File: src/rtl/qmem_pkg.sv
`default_nettype none
// ============================================================================
// qmem_pkg : shared QMEM widths, arbiter state encoding, packed-slice helper
// Rev 1.0
// ============================================================================
package qmem_pkg;

    localparam int QAW_DEF = 22;
    localparam int QDW_DEF = 32;
    localparam int QSW_DEF = QDW_DEF / 8;

    // Helper limits: packed master vectors up to 1024 bits, fields up to 64 bits
    localparam int SLICE_MAXW = 1024;
    localparam int SLICE_MAXF = 64;

    typedef enum logic [0:0] {
        ST_IDLE  = 1'b0,
        ST_OWNED = 1'b1
    } arb_state_e;

    function automatic logic [SLICE_MAXF-1:0] get_slice(
        input logic [SLICE_MAXW-1:0] vec,
        input int unsigned           idx,
        input int unsigned           w
    );
        logic [SLICE_MAXW-1:0] sh;
        logic [SLICE_MAXF-1:0] mask;
        sh   = vec >> (idx * w);
        mask = (w >= SLICE_MAXF) ? '1 : ((SLICE_MAXF'(1) << w) - SLICE_MAXF'(1));
        return sh[SLICE_MAXF-1:0] & mask;
    endfunction

endpackage : qmem_pkg
`default_nettype wire

File: src/rtl/qmem_arbiter_if.sv
`default_nettype none
// ============================================================================
// qmem_arbiter_if : QN QMEM masters plus one QMEM slave port, arbiter view
// Rev 1.0
// ============================================================================
interface qmem_arbiter_if #(
    parameter int QN  = 3,
    parameter int QAW = 22,
    parameter int QDW = 32,
    parameter int QSW = QDW / 8
);
    logic [QN-1:0]     m_cs;
    logic [QN-1:0]     m_we;
    logic [QN*QSW-1:0] m_sel;
    logic [QN*QAW-1:0] m_adr;
    logic [QN*QDW-1:0] m_dat_w;
    logic [QDW-1:0]    m_dat_r;
    logic [QN-1:0]     m_ack;
    logic [QN-1:0]     m_err;

    logic              s_cs;
    logic              s_we;
    logic [QSW-1:0]    s_sel;
    logic [QAW-1:0]    s_adr;
    logic [QDW-1:0]    s_dat_w;
    logic [QDW-1:0]    s_dat_r;
    logic              s_ack;
    logic              s_err;

    modport arb (
        input  m_cs, m_we, m_sel, m_adr, m_dat_w, s_dat_r, s_ack, s_err,
        output m_dat_r, m_ack, m_err, s_cs, s_we, s_sel, s_adr, s_dat_w
    );

    modport master (
        output m_cs, m_we, m_sel, m_adr, m_dat_w,
        input  m_dat_r, m_ack, m_err
    );

    modport slave (
        input  s_cs, s_we, s_sel, s_adr, s_dat_w,
        output s_dat_r, s_ack, s_err
    );

endinterface : qmem_arbiter_if
`default_nettype wire

File: src/rtl/qmem_rr_pick.sv
`default_nettype none
// ============================================================================
// qmem_rr_pick : combinational round-robin / fixed-priority one-hot picker
// Rev 1.0
// ============================================================================
module qmem_rr_pick #(
    parameter int QN = 3,
    parameter int PW = $clog2(QN)
) (
    input  logic [QN-1:0] req_i,
    input  logic [PW-1:0] ptr_i,
    input  logic          fixed_i,
    output logic [QN-1:0] win_o
);

    logic [PW-1:0] w_eff_ptr;
    logic [QN-1:0] w_rot;

    assign w_eff_ptr = fixed_i ? '0 : ptr_i;
    // Doubling the request vector turns the wrap-around into a plain shift
    assign w_rot     = QN'({req_i, req_i} >> w_eff_ptr);

    always_comb begin
        logic found;
        int   pos;
        win_o = '0;
        found = 1'b0;
        pos   = 0;
        for (int k = 0; k < QN; k++) begin
            if (!found && w_rot[k]) begin
                found = 1'b1;
                pos   = k + int'(w_eff_ptr);
                if (pos >= QN) pos = pos - QN;
                win_o = QN'(1) << pos;
            end
        end
    end

endmodule : qmem_rr_pick
`default_nettype wire

File: src/rtl/qmem_arbiter.sv
`default_nettype none
// ============================================================================
// qmem_arbiter : shares one QMEM slave port between QN masters, one grant per txn
// Rev 1.0
// ============================================================================
module qmem_arbiter
    import qmem_pkg::*;
#(
    parameter int QN         = 3,
    parameter int QAW        = QAW_DEF,
    parameter int QDW        = QDW_DEF,
    parameter int QSW        = QDW / 8,
    parameter int FIXED_PRIO = 0
) (
    input  logic          clk,
    input  logic          rst_n,
    qmem_arbiter_if.arb   bus,
    output logic [QN-1:0] grant,
    output logic          busy
);

    localparam int PW = $clog2(QN);

    logic [QN-1:0] grant_q, grant_d;
    logic [PW-1:0] idx_q, idx_d;
    logic [PW-1:0] ptr_q, ptr_d;

    logic [QN-1:0] w_win;
    logic [PW-1:0] w_win_idx;
    logic          w_own_cs;
    logic          w_owned;
    arb_state_e    w_state;

    qmem_rr_pick #(
        .QN (QN),
        .PW (PW)
    ) u_pick (
        .req_i   (bus.m_cs),
        .ptr_i   (ptr_q),
        .fixed_i (FIXED_PRIO != 0),
        .win_o   (w_win)
    );

    always_comb begin
        w_win_idx = '0;
        for (int i = 0; i < QN; i++) begin
            if (w_win[i]) w_win_idx = PW'(i);
        end
    end

    assign w_owned  = |grant_q;
    assign w_state  = w_owned ? ST_OWNED : ST_IDLE;
    assign w_own_cs = |(bus.m_cs & grant_q);

    // Arbitration only in IDLE; any ack, err or owner dropping cs ends ownership
    always_comb begin
        grant_d = grant_q;
        idx_d   = idx_q;
        ptr_d   = ptr_q;
        case (w_state)
            ST_IDLE: begin
                if (|bus.m_cs) begin
                    grant_d = w_win;
                    idx_d   = w_win_idx;
                    if (FIXED_PRIO == 0) begin
                        ptr_d = (w_win_idx == PW'(QN - 1)) ? '0 : w_win_idx + PW'(1);
                    end
                end
            end
            ST_OWNED: begin
                if (bus.s_ack || bus.s_err || !w_own_cs) grant_d = '0;
            end
            default: grant_d = '0;
        endcase
    end

    always_ff @(posedge clk or negedge rst_n) begin
        if (!rst_n) begin
            grant_q <= '0;
            idx_q   <= '0;
            ptr_q   <= '0;
        end else begin
            grant_q <= grant_d;
            idx_q   <= idx_d;
            ptr_q   <= ptr_d;
        end
    end

    // Slave side: everything gated by the registered grant
    assign bus.s_cs    = w_own_cs;
    assign bus.s_we    = |(bus.m_we & grant_q);
    assign bus.s_sel   = w_owned ? QSW'(get_slice(SLICE_MAXW'(bus.m_sel),   32'(idx_q), QSW)) : '0;
    assign bus.s_adr   = w_owned ? QAW'(get_slice(SLICE_MAXW'(bus.m_adr),   32'(idx_q), QAW)) : '0;
    assign bus.s_dat_w = w_owned ? QDW'(get_slice(SLICE_MAXW'(bus.m_dat_w), 32'(idx_q), QDW)) : '0;

    assign bus.m_dat_r = bus.s_dat_r;
    assign bus.m_ack   = grant_q & {QN{bus.s_ack}};
    assign bus.m_err   = grant_q & {QN{bus.s_err}};

    assign grant = grant_q;
    assign busy  = w_owned;

endmodule : qmem_arbiter
`default_nettype wire
File: src/flat_wrapper.sv
// flat-port wrapper written by rule: the top's interface ports become plain ports
module qmem_arbiter_flat import qmem_pkg::*;
#(
    parameter int QN         = 3,
    parameter int QAW        = QAW_DEF,
    parameter int QDW        = QDW_DEF,
    parameter int QSW        = QDW / 8,
    parameter int FIXED_PRIO = 0
)
  (clk, rst_n, grant, busy, bus_m_cs, bus_m_we, bus_m_sel, bus_m_adr, bus_m_dat_w, bus_s_dat_r, bus_s_ack, bus_s_err, bus_m_dat_r, bus_m_ack, bus_m_err, bus_s_cs, bus_s_we, bus_s_sel, bus_s_adr, bus_s_dat_w);
  qmem_arbiter_if #(.QN(QN), .QAW(QAW), .QDW(QDW), .QSW(QSW)) bus_i ();
  input  logic clk;
  input  logic rst_n;
  output logic [QN-1:0] grant;
  output logic busy;
  input wire logic [$bits(bus_i.m_cs)-1:0] bus_m_cs;
  input wire logic [$bits(bus_i.m_we)-1:0] bus_m_we;
  input wire logic [$bits(bus_i.m_sel)-1:0] bus_m_sel;
  input wire logic [$bits(bus_i.m_adr)-1:0] bus_m_adr;
  input wire logic [$bits(bus_i.m_dat_w)-1:0] bus_m_dat_w;
  input wire logic [$bits(bus_i.s_dat_r)-1:0] bus_s_dat_r;
  input wire logic [$bits(bus_i.s_ack)-1:0] bus_s_ack;
  input wire logic [$bits(bus_i.s_err)-1:0] bus_s_err;
  output wire logic [$bits(bus_i.m_dat_r)-1:0] bus_m_dat_r;
  output wire logic [$bits(bus_i.m_ack)-1:0] bus_m_ack;
  output wire logic [$bits(bus_i.m_err)-1:0] bus_m_err;
  output wire logic [$bits(bus_i.s_cs)-1:0] bus_s_cs;
  output wire logic [$bits(bus_i.s_we)-1:0] bus_s_we;
  output wire logic [$bits(bus_i.s_sel)-1:0] bus_s_sel;
  output wire logic [$bits(bus_i.s_adr)-1:0] bus_s_adr;
  output wire logic [$bits(bus_i.s_dat_w)-1:0] bus_s_dat_w;
  assign bus_i.m_cs = bus_m_cs;
  assign bus_i.m_we = bus_m_we;
  assign bus_i.m_sel = bus_m_sel;
  assign bus_i.m_adr = bus_m_adr;
  assign bus_i.m_dat_w = bus_m_dat_w;
  assign bus_i.s_dat_r = bus_s_dat_r;
  assign bus_i.s_ack = bus_s_ack;
  assign bus_i.s_err = bus_s_err;
  assign bus_m_dat_r = bus_i.m_dat_r;
  assign bus_m_ack = bus_i.m_ack;
  assign bus_m_err = bus_i.m_err;
  assign bus_s_cs = bus_i.s_cs;
  assign bus_s_we = bus_i.s_we;
  assign bus_s_sel = bus_i.s_sel;
  assign bus_s_adr = bus_i.s_adr;
  assign bus_s_dat_w = bus_i.s_dat_w;
  qmem_arbiter #(.QN(QN), .QAW(QAW), .QDW(QDW), .QSW(QSW), .FIXED_PRIO(FIXED_PRIO)) u_core (.clk(clk), .rst_n(rst_n), .bus(bus_i), .grant(grant), .busy(busy));
endmodule
File: config.mk
export PLATFORM = sky130hd
export DESIGN_NAME = qmem_arbiter_flat
export DESIGN_NICKNAME = d
export VERILOG_FILES = /design/src/rtl/qmem_pkg.sv /design/src/rtl/qmem_arbiter_if.sv /design/src/rtl/qmem_rr_pick.sv /design/src/rtl/qmem_arbiter.sv /design/src/flat_wrapper.sv
export SDC_FILE = /design/constraint.sdc
export NUM_CORES = 1
export LEC_CHECK = 0
export CAP_MARGIN = 15
export CORE_AREA = 2 2 125 127
export DETAILED_ROUTE_END_ITERATION = 10
export DIE_AREA = 0 0 127 129
export GPL_TIMING_DRIVEN = 0
export PLACE_DENSITY = 0.63
export SYNTH_ARGS = -nofsm -noshare
export SYNTH_HDL_FRONTEND = slang
export SYNTH_SLANG_ARGS = --single-unit
File: constraint.sdc
create_clock -name clk -period 2.75 [get_ports clk]
set_input_delay 0.825 -clock clk [delete_from_list [all_inputs] [get_ports clk]]
set_output_delay 0.825 -clock clk [all_outputs]
set_load 0.01 [all_outputs]
# Word-level counts from Yosys, hierarchy flattened
# Cells that the tools add are included.
dict set report op_classes {
  bitwise 5
  shifts 7
  add_sub_neg 6
  eq_ne 3
  mul 1
  magnitude_cmp 3
  muxes 21
  n_reduce_logical 13
}
# operator count
set op_table {}
lappend op_table {{$mux W32} 7}
lappend op_table {{$shl A1 B32 Y3 const A} 3}
lappend op_table {{$shr A96 B7 Y32} 1}
lappend op_table {{$shr A66 B7 Y22} 1}
lappend op_table {{$mux W22} 1}
lappend op_table {{$mux W3} 5}
lappend op_table {{$and A3 B3 Y3} 4}
lappend op_table {{$reduce_or A3 Y1} 4}
lappend op_table {{$shr A12 B4 Y4} 1}
lappend op_table {{$sub A3 B2 Y4 const B} 2}
lappend op_table {{$ge A3 B2 Y1 const B} 2}
lappend op_table {{$mul A2 B4 Y6 const B} 1}
lappend op_table {{$pmux W3 S2} 1}
lappend op_table {{$shr A6 B2 Y3} 1}
lappend op_table {{$mux W1} 4}
lappend op_table {{$mux W2} 2}
lappend op_table {{$mux W4} 1}
lappend op_table {{$reduce_and A2 Y1} 2}
lappend op_table {{$add A1 B2 Y3 const A} 1}
lappend op_table {{$add A2 B2 Y3 const A} 1}
lappend op_table {{$logic_not A1 Y1} 3}
lappend op_table {{$sub A2 B2 Y3 const B} 1}
lappend op_table {{$add A2 B1 Y2 const B} 1}
lappend op_table {{$eq A2 B2 Y1 const B} 1}
lappend op_table {{other kinds (6)} 8}
dict set report word_totals {
  ff_bits 7
  elab_cells 62
  output_inout_bits 102
  input_bits 216
}

# Longest topological paths before layout
dict set report depth {
  ltp_word 14
  depth_mapped 10
  ltp_nobuf 8
}

# Cells and area by module
# A second synthesis with hierarchy kept.
dict set report unflattened {
  cells_unflattened 361
  area_unflattened_um2 2476.1
}
# mod seq_area_each_um2 area_each_um2 cells_per_inst instances
set modules_own_cells {}
lappend modules_own_cells {qmem_arbiter 150.1 2194.6 320 1}
lappend modules_own_cells {qmem_rr_pick 0.0 281.5 41 1}

# Worst setup path after synthesis
# No wires, ideal clock.
dict set report synth_timing {
  kind {flip-flop to output port}
  start {register u_core.idx_q[0]}
  end {output port bus_s_adr[0]}
  slack_ns 0.373
  path_stages_with_launch 9
  arrival_ns 1.552
  required_ns 1.925
  cell_sequence {dfrtp_1 buf_6 buf_2 inv_2 nor2_1 buf_2 buf_2 a21oi_1 nor2_1}
}
dict set report synth_via {
  elab_chain_cells 3
}
# item line
set synth_lines {}
lappend synth_lines {{start, declared} qmem_arbiter.sv:25} ;# logic [PW-1:0] idx_q, idx_d;
lappend synth_lines {{start signal, assigned} qmem_arbiter.sv:84} ;# idx_q <= idx_d;
lappend synth_lines {{$mul A2 B4 Y6} qmem_pkg.sv:28} ;# sh = vec >> (idx * w);
lappend synth_lines {{$shr A66 B7 Y22} qmem_pkg.sv:28}
lappend synth_lines {{$mux W22} qmem_arbiter.sv:93} ;# assign bus.s_adr = w_owned ? QAW'(get_slice(SLICE_MAXW'(bus.m_adr), 32'(idx_q), QAW)) : '0;
lappend synth_lines {{end, declared} flat_wrapper.sv:30} ;# output wire logic [$bits(bus_i.s_adr)-1:0] bus_s_adr;
# No other way between the ends.

# Final worst setup path
dict set report layout_timing {
  start {input port bus_m_adr[15]}
  end {output port bus_s_adr[15]}
}
dict set report layout_via {
  elab_chain_cells 2
}
# item line
set layout_lines {}
lappend layout_lines {{start, declared} flat_wrapper.sv:19} ;# input wire logic [$bits(bus_i.m_adr)-1:0] bus_m_adr;
lappend layout_lines {{$shr A66 B7 Y22} qmem_pkg.sv:28}
lappend layout_lines {{$mux W22} qmem_arbiter.sv:93}
# No other way between the ends.

==> results <==
## repair_timing
action,CTS,global route
gates resized for setup,124,92
setup buffers,4,1
setup endpoints to repair,67,58
pin swaps,3,7
## layer usage
| metal | track usage, % | share of wire [%] | vias to the layer above |
|---|---|---|---|
| met2 | 25.49 | 51 | 197 |
| met4 | 4.266 | 2.0 | 0 |
| met3 | 2.204 | 7.1 | 16 |
| li1 | - | - | 1858 |
| met5 | 0 | 0 | - |
| met1 | 16.46 | 39 | 1618 |
## logic make-up (layout without fill, tap and decap cells)
kind of cell	count (synthesis)	count (layout)	share of synthesized area [%]
fa+ha+maj	4	4	2.109
simple gates	155	155	27.57
flops	6	6	6.326
compound gates	87	87	22.14
buf+inv	70	361	17.40
mux	58	58	24.46
## how the worst min path moves through the flow
stage	endpoint	slack (ns)	depth (start not counted)
2_1_floorplan	u_core.grant[0]	0.53	0
3_3_place_gp	u_core.grant[1]	0.60	1
3_5_place_dp	u_core.grant[1]	0.60	1
4_1_cts	u_core.grant[2]	0.60	1
5_1_grt	u_core.grant[2]	0.63	1
6_report	u_core.grant[2]	0.60	1
## worst max-delay path: stages
cell and delay, ns:
clkdlybuf4s50_1 0.43, mux2i_1 0.14, nor2_1 0.05, a21oi_1 0.11, nor2_1 0.05, dlygate4sd2_1 0.28
## cells in the final DEF, fill, tap and decap left out, types with 3 or more instances in the layout
master / count
clkdlybuf4s50_1: 213
nor2_1: 122
mux2i_1: 58
a21oi_1: 54
buf_4: 39
clkbuf_2: 39
dlygate4sd2_1: 16
clkdlybuf4s15_1: 16
buf_2: 11
nand2_1: 7
and2_1: 6
buf_6: 5
a21oi_2: 5
buf_8: 4
inv_2: 4
nor3_1: 4
o21ai_0: 4
ha_1: 4
inv_1: 3
a21o_1: 3
clkbuf_16: 3
dlymetal6s2s_1: 3
dfrtp_2: 3
dfrtp_1: 3
## layout make-up
cell class	count	area, µm²	area share (%)
multi-input combinational	304	1851	33.59
tap	188	235.2	4.270
buffer	61	462.9	8.403
inverter	7	26.28	0.4769
sequential	6	153.9	2.794
timing repair buffer	290	2705	49.10
clock buffer	3	75.07	1.363
## where the power goes
group	internal (mW)	leakage (nW)	switching (mW)	total [mW]
logic	1.69	2.34	1.93	3.62
clock network	0.187	0.0370	0.0504	0.237
registers	0.131	0.0725	0.0752	0.206
total	2.01	2.45	2.05	4.07
## synth_stat cells (2+ instances only)
library cell / instances / share of area [%]
nor3_1: 5 / 1.1
a21o_1: 3 / 0.95
buf_2: 15 / 3.2
nand2_1: 7 / 1.1
clkbuf_1: 11 / 1.7
and4b_1: 2 / 0.84
a221o_1: 2 / 0.84
a21oi_1: 59 / 12
nor2b_1: 2 / 0.53
and2_1: 6 / 1.6
buf_1: 3 / 0.47
o21ai_0: 4 / 0.84
dfrtp_1: 6 / 6.3
mux2i_1: 58 / 24
inv_2: 4 / 0.63
a32oi_1: 2 / 0.74
a222oi_1: 2 / 0.84
a311oi_1: 2 / 0.74
ha_1: 4 / 2.1
nand2b_1: 2 / 0.53
nor2_1: 124 / 20
buf_4: 33 / 10
inv_1: 3 / 0.47
nor3_2: 2 / 0.84
## registers in the layout (all words and copies together), names as in the netlist
signal and count:
u_core.grant 3, u_core.idx_q 2, u_core.ptr_q 1
==> impl_metrics.tcl <==
set metrics [dict create \
    required_ns 1.93 \
    wl_per_cell_um 14.60 \
    io-pin-count 318 \
    grt_max_degree 12 \
    htreeDepth 1 \
    postSynthAreaPerCell_um2 6.246 \
    rr_startpoint "u_core.idx_q[0]" \
    track_usage_pct 13.82 \
    clock.fmax_ghz 0.3682 \
    reg2regPathDepth 9 \
    ctsRootBufferMaster "clkbuf_16" \
    cp-end-kind "primary output" \
    placed_area_mm2 0.005461 \
    worst_pin_slew_ns 0.4759 \
    syn2layout_area_growth_pct 132.1 \
    io_buffers 285 \
    synth-edff-count 0 \
    cellPowerDensity_mw_per_mm2 738.2 \
    vdd_ir_drop_max_v 0.0002883 \
    layout-drive-gt1-share_pct 18.33 \
    num_vias 3689 \
    drv_cap 0 \
    initialDrtViolationCount 205 \
    start_util_pct 15.85 \
    skew_ns 0.0007922 \
    num_rows 45 \
    worstHoldPathType "register to register" \
    fin_util_pct 36.78 \
    worst_slack_ns 0.03390 \
    fin_crit_ns 2.716 \
    postRouteAntennaNets 0 \
    grt_pass1_wl_um 18320 \
    startpoint "bus_m_adr[15]" \
    ys_seq_area_share_pct 6.326 \
    tns_ns 0 \
    synth_seq_cells 6 \
    postCtsHoldBufs 0 \
    total_power_mw 4.067 \
    critPathKind "input pin to primary output" \
    synth_nets 600 \
    num_antenna_cells 0 \
    ys.flop_type "dfrtp_1" \
    dr.pass1.iters 4 \
    reg2reg_to "u_core.idx_q[0]" \
    insertion_delay_ns 0.23 \
    gp_congestion 0.8515 \
    crit_fanout 1 \
    drc 0 \
    core-area_mm2 0.01498 \
    fp.dieH_um 129 \
    yosysUniqueCellTypes 43 \
    syn-cell-area_mm2 0.002374 \
    cp-endpoint "bus_s_adr[15]" \
    critPathArrivalTime_ns 1.89 \
    die_x_um 127 \
    wirelength_um 12550 \
    relSlewSlack_pct 68.27 \
    reg2reg_slack_ns 0.61 \
    outcome "complete, no violations" \
    synthArstFlopShare_pct 100.0 \
    slew_viol_final 0 \
    cts_buffers 3 \
    netlist_instances 380 \
    hold_violations 0 \
    final_cells 859 \
    leakage_nw 2.452 \
    grt_pass1_vias 3634 \
    finalSetupViolations 0 \
    antenna_found_initial 0 \
    hp-start "u_core.grant[2]" \
    cts.path.max_buffers 2 \
    dieArea_mm2 0.01638 \
    dpl.hpwl_um 10460 \
    start_kind "input pin" \
    hold_ws_ns 0.5989 \
    pre_cts_slack_ns -0.8981 \
    layout.nets 893 \
    placedCellCount 853 \
    cts_tree "yes" \
    yosys_warnings 0 \
    period_share_pct 98.77 \
    overflow 0 \
    clkSinkCount 6 \
    fillers 1629 \
    viasPerCell 4.295 \
    clk_pin_slew_ns 0.03 \
    design_area_mm2 0.005509 \
]
No activity file was read; power rests on OpenSTA's default activity.
